`src/rtl/tl_track_pkg.sv`:
```
// Shared opcodes, beat-count helper and the source-indexed size array type
// for the TileLink in-flight tracker.
package tl_track_pkg;

   localparam int TRK_SOURCE_BITS = 3;
   localparam int TRK_SIZE_BITS   = 3;
   localparam int BEATS_W         = 8;

   localparam logic [2:0] A_PUT_FULL        = 3'd0;
   localparam logic [2:0] A_PUT_PARTIAL     = 3'd1;
   localparam logic [2:0] D_ACCESS_ACK_DATA = 3'd1;
   localparam logic [2:0] D_GRANT_DATA      = 3'd5;

   typedef logic [TRK_SIZE_BITS-1:0] size_arr_t [2**TRK_SOURCE_BITS];

   function automatic logic [BEATS_W-1:0] num_beats(input logic [7:0] size,
                                                    input logic       has_data,
                                                    input int         beat_lg);
      logic [BEATS_W-1:0] n;
      n = BEATS_W'(1);
      if (has_data && (int'(size) > beat_lg))
         n = BEATS_W'(1) << (int'(size) - beat_lg);
      return n;
   endfunction

endpackage

```
`src/rtl/tl_beat_counter.sv`:
```
// Beat position counter for one TileLink channel; first/last are
// combinational from the current count and the message length.
module tl_beat_counter
   import tl_track_pkg::*;
#(
   parameter int CNT_BITS = 3
) (
   input  logic               clock_i,
   input  logic               reset_i,
   input  logic               fire_i,
   input  logic [BEATS_W-1:0] beats_i,
   output logic               first_o,
   output logic               last_o
);

   logic [CNT_BITS-1:0] count_q, count_d;

   assign first_o = (count_q == '0);
   assign last_o  = (BEATS_W'(count_q) == (beats_i - BEATS_W'(1)));

   always_comb begin
      count_d = count_q;
      if (fire_i) count_d = last_o ? '0 : count_q + CNT_BITS'(1);
   end

   always_ff @(posedge clock_i) begin
      if (reset_i) count_q <= '0;
      else         count_q <= count_d;
   end

endmodule

```
`src/rtl/tl_inflight_tracker.sv`:
```
// Per-source outstanding-transaction tracker for one TL-UL/UH link.
// Optional coverage observers under TL_INFLIGHT_TRACKER_COVER_EN.
module tl_inflight_tracker
   import tl_track_pkg::*;
#(
   parameter int SOURCE_BITS = TRK_SOURCE_BITS,
   parameter int SIZE_BITS   = TRK_SIZE_BITS,
   parameter int BEAT_LG     = 3,
   parameter int TIMEOUT     = 4096
) (
   input  logic                     clock_i,
   input  logic                     reset_i,
   input  logic                     a_valid_i,
   input  logic                     a_ready_i,
   input  logic [2:0]               a_opcode_i,
   input  logic [SIZE_BITS-1:0]     a_size_i,
   input  logic [SOURCE_BITS-1:0]   a_source_i,
   input  logic                     d_valid_i,
   input  logic                     d_ready_i,
   input  logic [2:0]               d_opcode_i,
   input  logic [SIZE_BITS-1:0]     d_size_i,
   input  logic [SOURCE_BITS-1:0]   d_source_i,
   output logic                     a_first_o,
   output logic                     a_last_o,
   output logic                     d_first_o,
   output logic                     d_last_o,
   output logic [2**SOURCE_BITS-1:0] inflight_o,
   output logic                     err_a_reuse_o,
   output logic                     err_d_orphan_o,
   output logic                     err_d_size_o,
   output logic                     err_timeout_o,
   output logic                     err_any_o
`ifdef TL_INFLIGHT_TRACKER_COVER_EN
   ,
   output logic [SOURCE_BITS:0]     cov_max_inflight_o,
   output logic [31:0]              cov_txn_count_o
`endif
);

   localparam int NSRC = 2**SOURCE_BITS;
   localparam int WD_W = $clog2(TIMEOUT + 1);

   logic               a_fire, d_fire, a_has_data, d_has_data;
   logic [BEATS_W-1:0] a_beats, d_beats;
   logic               d_clear_same;
   logic [NSRC-1:0]    inflight_q, inflight_d;
   size_arr_t          size_q;
   logic [WD_W-1:0]    wd_q, wd_d;
   logic               reuse_d, orphan_d, dsize_d, timeout_d, any_d;
   logic               reuse_q, orphan_q, dsize_q, timeout_q, any_q;

   assign a_fire     = a_valid_i & a_ready_i;
   assign d_fire     = d_valid_i & d_ready_i;
   assign a_has_data = (a_opcode_i == A_PUT_FULL) || (a_opcode_i == A_PUT_PARTIAL);
   assign d_has_data = (d_opcode_i == D_ACCESS_ACK_DATA) || (d_opcode_i == D_GRANT_DATA);
   assign a_beats    = num_beats(8'(a_size_i), a_has_data, BEAT_LG);
   assign d_beats    = num_beats(8'(d_size_i), d_has_data, BEAT_LG);

   tl_beat_counter #(.CNT_BITS(SIZE_BITS)) u_a_cnt (
      .clock_i(clock_i), .reset_i(reset_i), .fire_i(a_fire), .beats_i(a_beats),
      .first_o(a_first_o), .last_o(a_last_o));

   tl_beat_counter #(.CNT_BITS(SIZE_BITS)) u_d_cnt (
      .clock_i(clock_i), .reset_i(reset_i), .fire_i(d_fire), .beats_i(d_beats),
      .first_o(d_first_o), .last_o(d_last_o));

   always_comb begin
      inflight_d = inflight_q;
      // Clear before set so a same-source A-last overrides the D-last release.
      if (d_fire && d_last_o) inflight_d[d_source_i] = 1'b0;
      if (a_fire && a_last_o) inflight_d[a_source_i] = 1'b1;

      d_clear_same = d_fire & d_last_o & (d_source_i == a_source_i);
      reuse_d  = a_fire & a_first_o & inflight_q[a_source_i] & ~d_clear_same;
      orphan_d = d_fire & d_first_o & ~inflight_q[d_source_i];
      dsize_d  = d_fire & d_first_o & inflight_q[d_source_i] &
                 (d_size_i != size_q[d_source_i]);

      wd_d = wd_q;
      if (d_fire || (inflight_q == '0)) wd_d = '0;
      else if (wd_q != WD_W'(TIMEOUT))  wd_d = wd_q + WD_W'(1);

      timeout_d = timeout_q | (wd_d == WD_W'(TIMEOUT));
      any_d     = any_q | reuse_d | orphan_d | dsize_d | timeout_d;
   end

   always_ff @(posedge clock_i) begin
      if (reset_i) begin
         inflight_q <= '0;
         wd_q       <= '0;
         reuse_q    <= 1'b0;
         orphan_q   <= 1'b0;
         dsize_q    <= 1'b0;
         timeout_q  <= 1'b0;
         any_q      <= 1'b0;
         for (int i = 0; i < NSRC; i++) size_q[i] <= '0;
      end else begin
         inflight_q <= inflight_d;
         wd_q       <= wd_d;
         reuse_q    <= reuse_d;
         orphan_q   <= orphan_d;
         dsize_q    <= dsize_d;
         timeout_q  <= timeout_d;
         any_q      <= any_d;
         if (a_fire && a_last_o) size_q[a_source_i] <= a_size_i;
      end
   end

   assign inflight_o     = inflight_q;
   assign err_a_reuse_o  = reuse_q;
   assign err_d_orphan_o = orphan_q;
   assign err_d_size_o   = dsize_q;
   assign err_timeout_o  = timeout_q;
   assign err_any_o      = any_q;

`ifdef TL_INFLIGHT_TRACKER_COVER_EN
   logic [SOURCE_BITS:0] pop_cur, cov_max_q;
   logic [31:0]          txn_q;

   assign pop_cur = (SOURCE_BITS+1)'($countones(inflight_q));

   always_ff @(posedge clock_i) begin
      if (reset_i) begin
         cov_max_q <= '0;
         txn_q     <= '0;
      end else begin
         if (pop_cur > cov_max_q) cov_max_q <= pop_cur;
         if (d_fire && d_last_o && (txn_q != '1)) txn_q <= txn_q + 32'd1;
      end
   end

   assign cov_max_inflight_o = cov_max_q;
   assign cov_txn_count_o    = txn_q;
`else
   // No coverage observers in this build.
`endif

endmodule
```
`config.mk`:
```
export PLATFORM = sky130hd
export DESIGN_NAME = tl_inflight_tracker
export DESIGN_NICKNAME = d
export VERILOG_FILES = /design/src/rtl/tl_track_pkg.sv /design/src/rtl/tl_beat_counter.sv /design/src/rtl/tl_inflight_tracker.sv
export SDC_FILE = /design/constraint.sdc
export NUM_CORES = 1
export LEC_CHECK = 0
export CAP_MARGIN = 20
export CORE_UTILIZATION = 64
export CTS_CLUSTER_SIZE = 28
export DETAILED_ROUTE_END_ITERATION = 10
export DONT_BUFFER_PORTS = 1
export PLACE_DENSITY = 0.79
export SETUP_SLACK_MARGIN = 0.02
export SYNTH_ARGS = -nofsm -noshare
export SYNTH_HDL_FRONTEND = slang
export SYNTH_SLANG_ARGS = --single-unit
```
`constraint.sdc`:
```
create_clock -name clock_i -period 3.15 [get_ports clock_i]
set_input_delay 0.315 -clock clock_i [delete_from_list [all_inputs] [get_ports clock_i]]
set_output_delay 0.315 -clock clock_i [all_outputs]
set_load 0.005 [all_outputs]
```
Word-level counts from Yosys, hierarchy flattened
Memory sizes are Yosys's and may differ from the RTL's.
Cells that the tools add are included.
Storage, ports and cells
  register bits: 32
  bits in writable memories: 24
  input bits: 24
  word-level logic and storage cells: 93
  memories kept: 1
Operators by class
  add/subtract/negate cells: 7
  order comparisons: 6
  equality and inequality tests: 9
  shift-type cells: 2
  mux-type cells: 24
  bitwise logic cells: 21
  reductions and logical operators: 14
Memory list
  size_q: words 8, bits a word 3, rd ports 1, clocked after Yosys merged registers in 0, write ports 8, RTL line tl_inflight_tracker.sv:47  | size_arr_t size_q;
Operators by type and width (count)
  1-bit by 32-bit left shift with 8-bit output, first input constant: 2
  8-bit two-way mux: 4
  13-bit two-way mux: 2
  3-bit by 8-bit == test with 1-bit output: 2
  8-bit by 1-bit subtractor with 8-bit output, second input constant: 2
  13-bit by 1-bit adder with 13-bit output, second input constant: 1
  13-bit == test, second input constant: 1
  13-bit inequality test, second input constant: 1
  3-bit two-way mux: 4
  1-bit bitwise AND: 11
  1-bit two-way mux: 10
  3-bit logical NOT: 3
  8-bit bitwise AND: 1
  8-bit logical NOT: 1
  3-bit by 4-bit < comparator with 1-bit output, second input constant: 2
  8-bit inverter: 1
  8-bit OR: 1
  3-bit by 2-bit subtractor with 4-bit output, second input constant: 2
  3-bit by 1-bit adder with 3-bit output, second input constant: 2
  1-bit binary-select mux with 3-bit select: 2
  1-bit demux with 3-bit select: 2
  3-bit by 1-bit == test with 1-bit output, second input constant: 2
  3-bit by 1-bit greater-or-equal comparator with 1-bit output, second input constant: 2
  3-bit by 2-bit greater-than comparator with 1-bit output, second input constant: 2
  other kinds (8): 20

Logic depth before layout (Yosys ltp)
  depth after elaboration: 14
  depth in mapped cells: 11

Modules after synthesis
Synthesis repeated with hierarchy kept, for this count alone.
Unflattened totals
  cell total of the unflattened synthesis: 388
  area, all modules: 3572.2 µm²
By module, submodules not included
  tl_inflight_tracker: times used 1, cells an instance 310, area an instance 2931.6 µm², seq. area each 1241.2 µm²
  tl_beat_counter: times used 2, cells an instance 39, area an instance 320.3 µm², seq. area each 60.1 µm²

Least setup slack after synthesis
Ideal clock, no wire load.
  kind: input-to-reg
  start: input a_opcode_i[2]
  end: memory size_q[0][0] (netlist name), enable pin
  library setup time: 0.327 ns
  data arrival time: 2.330 ns
  setup slack: 0.493 ns
  stages on the path: 10
  path buffers: 1
  cell sequence: or3b_1 buf_2 nor2_1 nand3_1 ha_1 nor3_1 o221ai_1 a31oi_4 nand3b_1 o21bai_1
RTL lines
  start, declared: RTL line tl_inflight_tracker.sv:15  | input logic [2:0] a_opcode_i,
  end, declared: RTL line tl_inflight_tracker.sv:47

==> impl_summary.md <==
Synth
The primary flip-flop cell chosen by synthesis mapping is sky130_fd_sc_hd__dfxtp_1. Of the total synthesized cell area, the portion taken by full adders, half adders and majority gates is 4.36%. Measured against the total synthesized area, the mux share comes to 6.61%. After technology mapping, the gate count stands at 378. Counting flops and latches in the post-synthesis netlist gives 56. The post-synthesis sequential area ratio is 39.5%. The xor and xnor area share after synthesis is 5.34%.

The area share of and/or/nand/nor cells after synthesis is 25.8%. The share of the synthesized area in compound gates (AO/OA/AOI/OAI) is 13.4%. The mean instance size in the synthesized netlist is 9.11 sq um. During synthesis, Yosys emitted a total of 0 warnings. The async set-reset flop share out of synthesis is 0%. In this run, distinct cell masters in the synthesized netlist total 61.

By area, the combinational part of the netlist is dominated by simple AND/OR/NAND/NOR gates. The post-synthesis instance area is 0.00344 sq mm. When the netlist entered floorplanning its net count stood at 414. The number of synthesized flops with an enable pin is 24.

STA
The final max-slew violation count is 0. The final setup violation count is 0. The worst-margin pin slew is 0.604 ns. Subtracting the final worst setup slack from the clock period gives 2.56 ns. The ratio of final minimum period to clock period is 81.3%.

Clock skew on the completed layout was measured at 0.00740 ns. The achievable frequency is 391 MHz. The tightest hold margin is 0.0665 ns. Setup repair after global routing left no endpoint under its margin. The final sum of negative setup slack is 0 ns.

The number of hold-slack violations in the final timing report was 0. In this run the tightest slew margin relative to its limit is 59.6%.

GRT
The first global-routing pass estimated 11.2 mm of wire. Global routing finished with a remaining overflow of 0. The initial antenna violation count is 0. In the global route stage, overall resource usage came out at 26.9%.

Entering global routing, the biggest net connects 29 pins. The number of global-route vias before repair is 2356.

Worst setup path
In this run the critical register-to-register path is launched from wd_q[2]. The category of the worst setup path launch point is an input port. Of all nets on the critical path, the largest fanout is 7. For the worst setup path, the data required time is 3.14 ns. The worst setup path is captured at a register. The type of the worst setup path is input port to register. Setup slack on the worst reg-to-reg path comes out at 0.85 ns. Data on the critical path arrives at its endpoint at 2.55 ns. The worst register-to-register path ends at err_timeout_o. Measured in cells, the most critical reg-to-reg path has a length of 6.

Clocking
The clock-pin slew on the worst setup and hold paths is 0.09 ns. The clock buffer count from CTS is 5. The clock insertion delay at the later pin of the skew report is 0.31 ns.

The clock tree buffer depth is 2. The number of sinks on the clock net is 56. The TritonCTS clock tree is done. The cts-stage hold buffer count is 0. The number of resized instances in the post-cts repair step is 0. In this run the post-CTS setup repair buffer count came out at 0. The H-tree generated during clock tree synthesis spans 2 levels.

The buffer type at the clock tree root is sky130_fd_sc_hd__clkbuf_8.

Floorplanning
Pin placement for this block handled 41 I/O pins. The x dimension of the die is 75.4 um. The area of the placeable core is 0.00514 sq mm. The die outline height is 75.4 um. The full die area is 0.00568 sq mm. The placement row count is 26.

The starting utilization of the core area is 67.0%.

Min path
The capture endpoint of the worst hold path is u_d_cnt.count_q[1]. The worst hold path depth is 1. In this run the most critical hold path is launched from reset_i.

In this run the worst hold path is classified as input port to register.

Placed design
Routability-driven placement finished with a final weighted congestion of 0.822. In this run the cell area measured after placement is 0.00344 sq mm. Detailed placement finished with a half-perimeter wire length of 5.36 mm. Port buffering added 0 buffers.

The number of instances in the placed design is 427.

Run status
The run finished with clean final reports.

Drt
Summed over all layers, the routed wires come to 7.24 mm. The number of violations reported at the end of detailed-routing iteration 0 is 269. The detailed router placed 2700 vias in this run. The first-pass iteration count of the detailed router is 4. The number of antenna-violating nets in the routed design is 0. The detailed-route wire length per cell is 16.6 um. After detailed routing, the number of remaining DRC violations is 0. Dividing the detail-routed via count by the number of cells gives 6.21.

Finish
Relative to the synthesized area, the layout overhead comes to 2.43%. The most common library cell in the layout ignoring fill and taps is sky130_fd_sc_hd__nor2_1. The number of antenna repair diodes is 0.

After filler insertion, the fill cell instance count of the layout stands at 435. In the layout the commonest cells are sky130_fd_sc_hd__nor2_1 (53), sky130_fd_sc_hd__dfxtp_1 (32), sky130_fd_sc_hd__edfxtp_1 (24). Cells with a size suffix above 1 make up 7.12% of the layout. The finished layout cell area is 0.00353 sq mm. The final layout net count is 400. The finished layout holds 435 standard cells, fillers aside.

Run
The count of max-cap constraint violations is 0.

Power and ir drop
IR analysis of the VDD net gives a maximum drop of 355 uV. In this run the power density over the cells is 376 mW/mm^2. The leakage component of the power is 0.00119 uW.
[per-stage QoR]
| stage | util (%) | setup WS (ns) | total power [uW] |
|---|---|---|---|
| 6_report | 68.6 | 0.590 | 1330 |
| 5_1_grt | 68.6 | 0.416 | 1380 |
| 4_1_cts | 68.6 | 0.607 | 1330 |
| 3_5_place_dp | 67.0 | 0.280 | 960 |
| 3_3_place_gp | 67.0 | 0.339 | 953 |
| 2_1_floorplan | - | 0.493 | 944 |
[report_power, final]
group	internal [uW]	switching, uW	total [uW]
Clock	155	227	382
Combinational	66.5	93.9	160
Sequential	772	12.0	784
[per-layer routing]
metal | vias to the layer above | global-route usage, % | wire [um]
met5 | - | 0 | 0
met4 | 0 | 10.7 | 177
met3 | 14 | 5.16 | 375
met2 | 69 | 45.0 | 3550
met1 | 1294 | 34.4 | 3130
li1 | 1323 | - | -
[registers in the layout, indices dropped and copies added (netlist names)]
signal and cells:
wd_q 13, u_a_cnt.count_q 3, u_d_cnt.count_q 3, err_d_size_o 1, err_d_orphan_o 1, inflight_o 8, err_timeout_o 1, size_q 24
err_any_o 1, err_a_reuse_o 1
[final cells by class]
type                       instances  area [sq um]  area share, %
clock buffer                       6          72.6           2.06
multi-input combinational        280          1910           54.2
timing repair buffer               1          7.51          0.213
clock inverter                     2          11.3          0.319
sequential                        56          1360           38.6
tap                               70          87.6           2.48
inverter                          20          75.1           2.13
[cells in the mapped netlist (all sizes together) (9+ instances only)]
cell | n | area share (%)
clkbuf | 16 | 1.7
nor3 | 19 | 3.3
nor4 | 10 | 1.8
a21oi | 12 | 1.7
o21ai | 12 | 1.7
nor2b | 11 | 2.0
inv | 20 | 2.2
xor2 | 12 | 3.1
xnor2 | 9 | 2.3
edfxtp | 24 | 21
dfxtp | 32 | 19
nand2 | 22 | 2.4
nor2 | 53 | 5.8
nand2b | 10 | 1.8
nand3 | 19 | 3.1
ha | 12 | 4.4
[kinds of logic (layout without fill, tap and decap cells)]
family          count (synthesis)  count (layout)
compound gates                 63              63
xor+xnor                       21              21
fa+ha+maj                      12              12
buf+inv                        42              29
flops                          56              56
mux                            15              15
simple gates                  169             169
[worst max-delay path by stage]
stage | from | endpoint | slack [ns] | depth (start not counted)
after floorplan | a_opcode_i[2] | size_q[0][0] | 0.49 | 10
after global placement | a_opcode_i[2] | size_q[1][2] | 0.34 | 9
after detailed placement | a_opcode_i[2] | size_q[0][1] | 0.28 | 9
after CTS | a_opcode_i[2] | size_q[0][1] | 0.61 | 9
after global routing | a_opcode_i[2] | size_q[1][1] | 0.42 | 9
final | a_opcode_i[2] | size_q[1][1] | 0.59 | 9
[critical path, stage by stage]
cell                       delay (ns)
sky130_fd_sc_hd__or3b_1          0.49
sky130_fd_sc_hd__nor2_1          0.13
sky130_fd_sc_hd__nand3_1         0.08
sky130_fd_sc_hd__ha_1            0.23
sky130_fd_sc_hd__nor3_1          0.19
sky130_fd_sc_hd__o221ai_1        0.17
sky130_fd_sc_hd__a31oi_4         0.29
sky130_fd_sc_hd__nand3b_1        0.28
sky130_fd_sc_hd__o21bai_1        0.37
No activity file was read; power rests on OpenSTA's default activity.
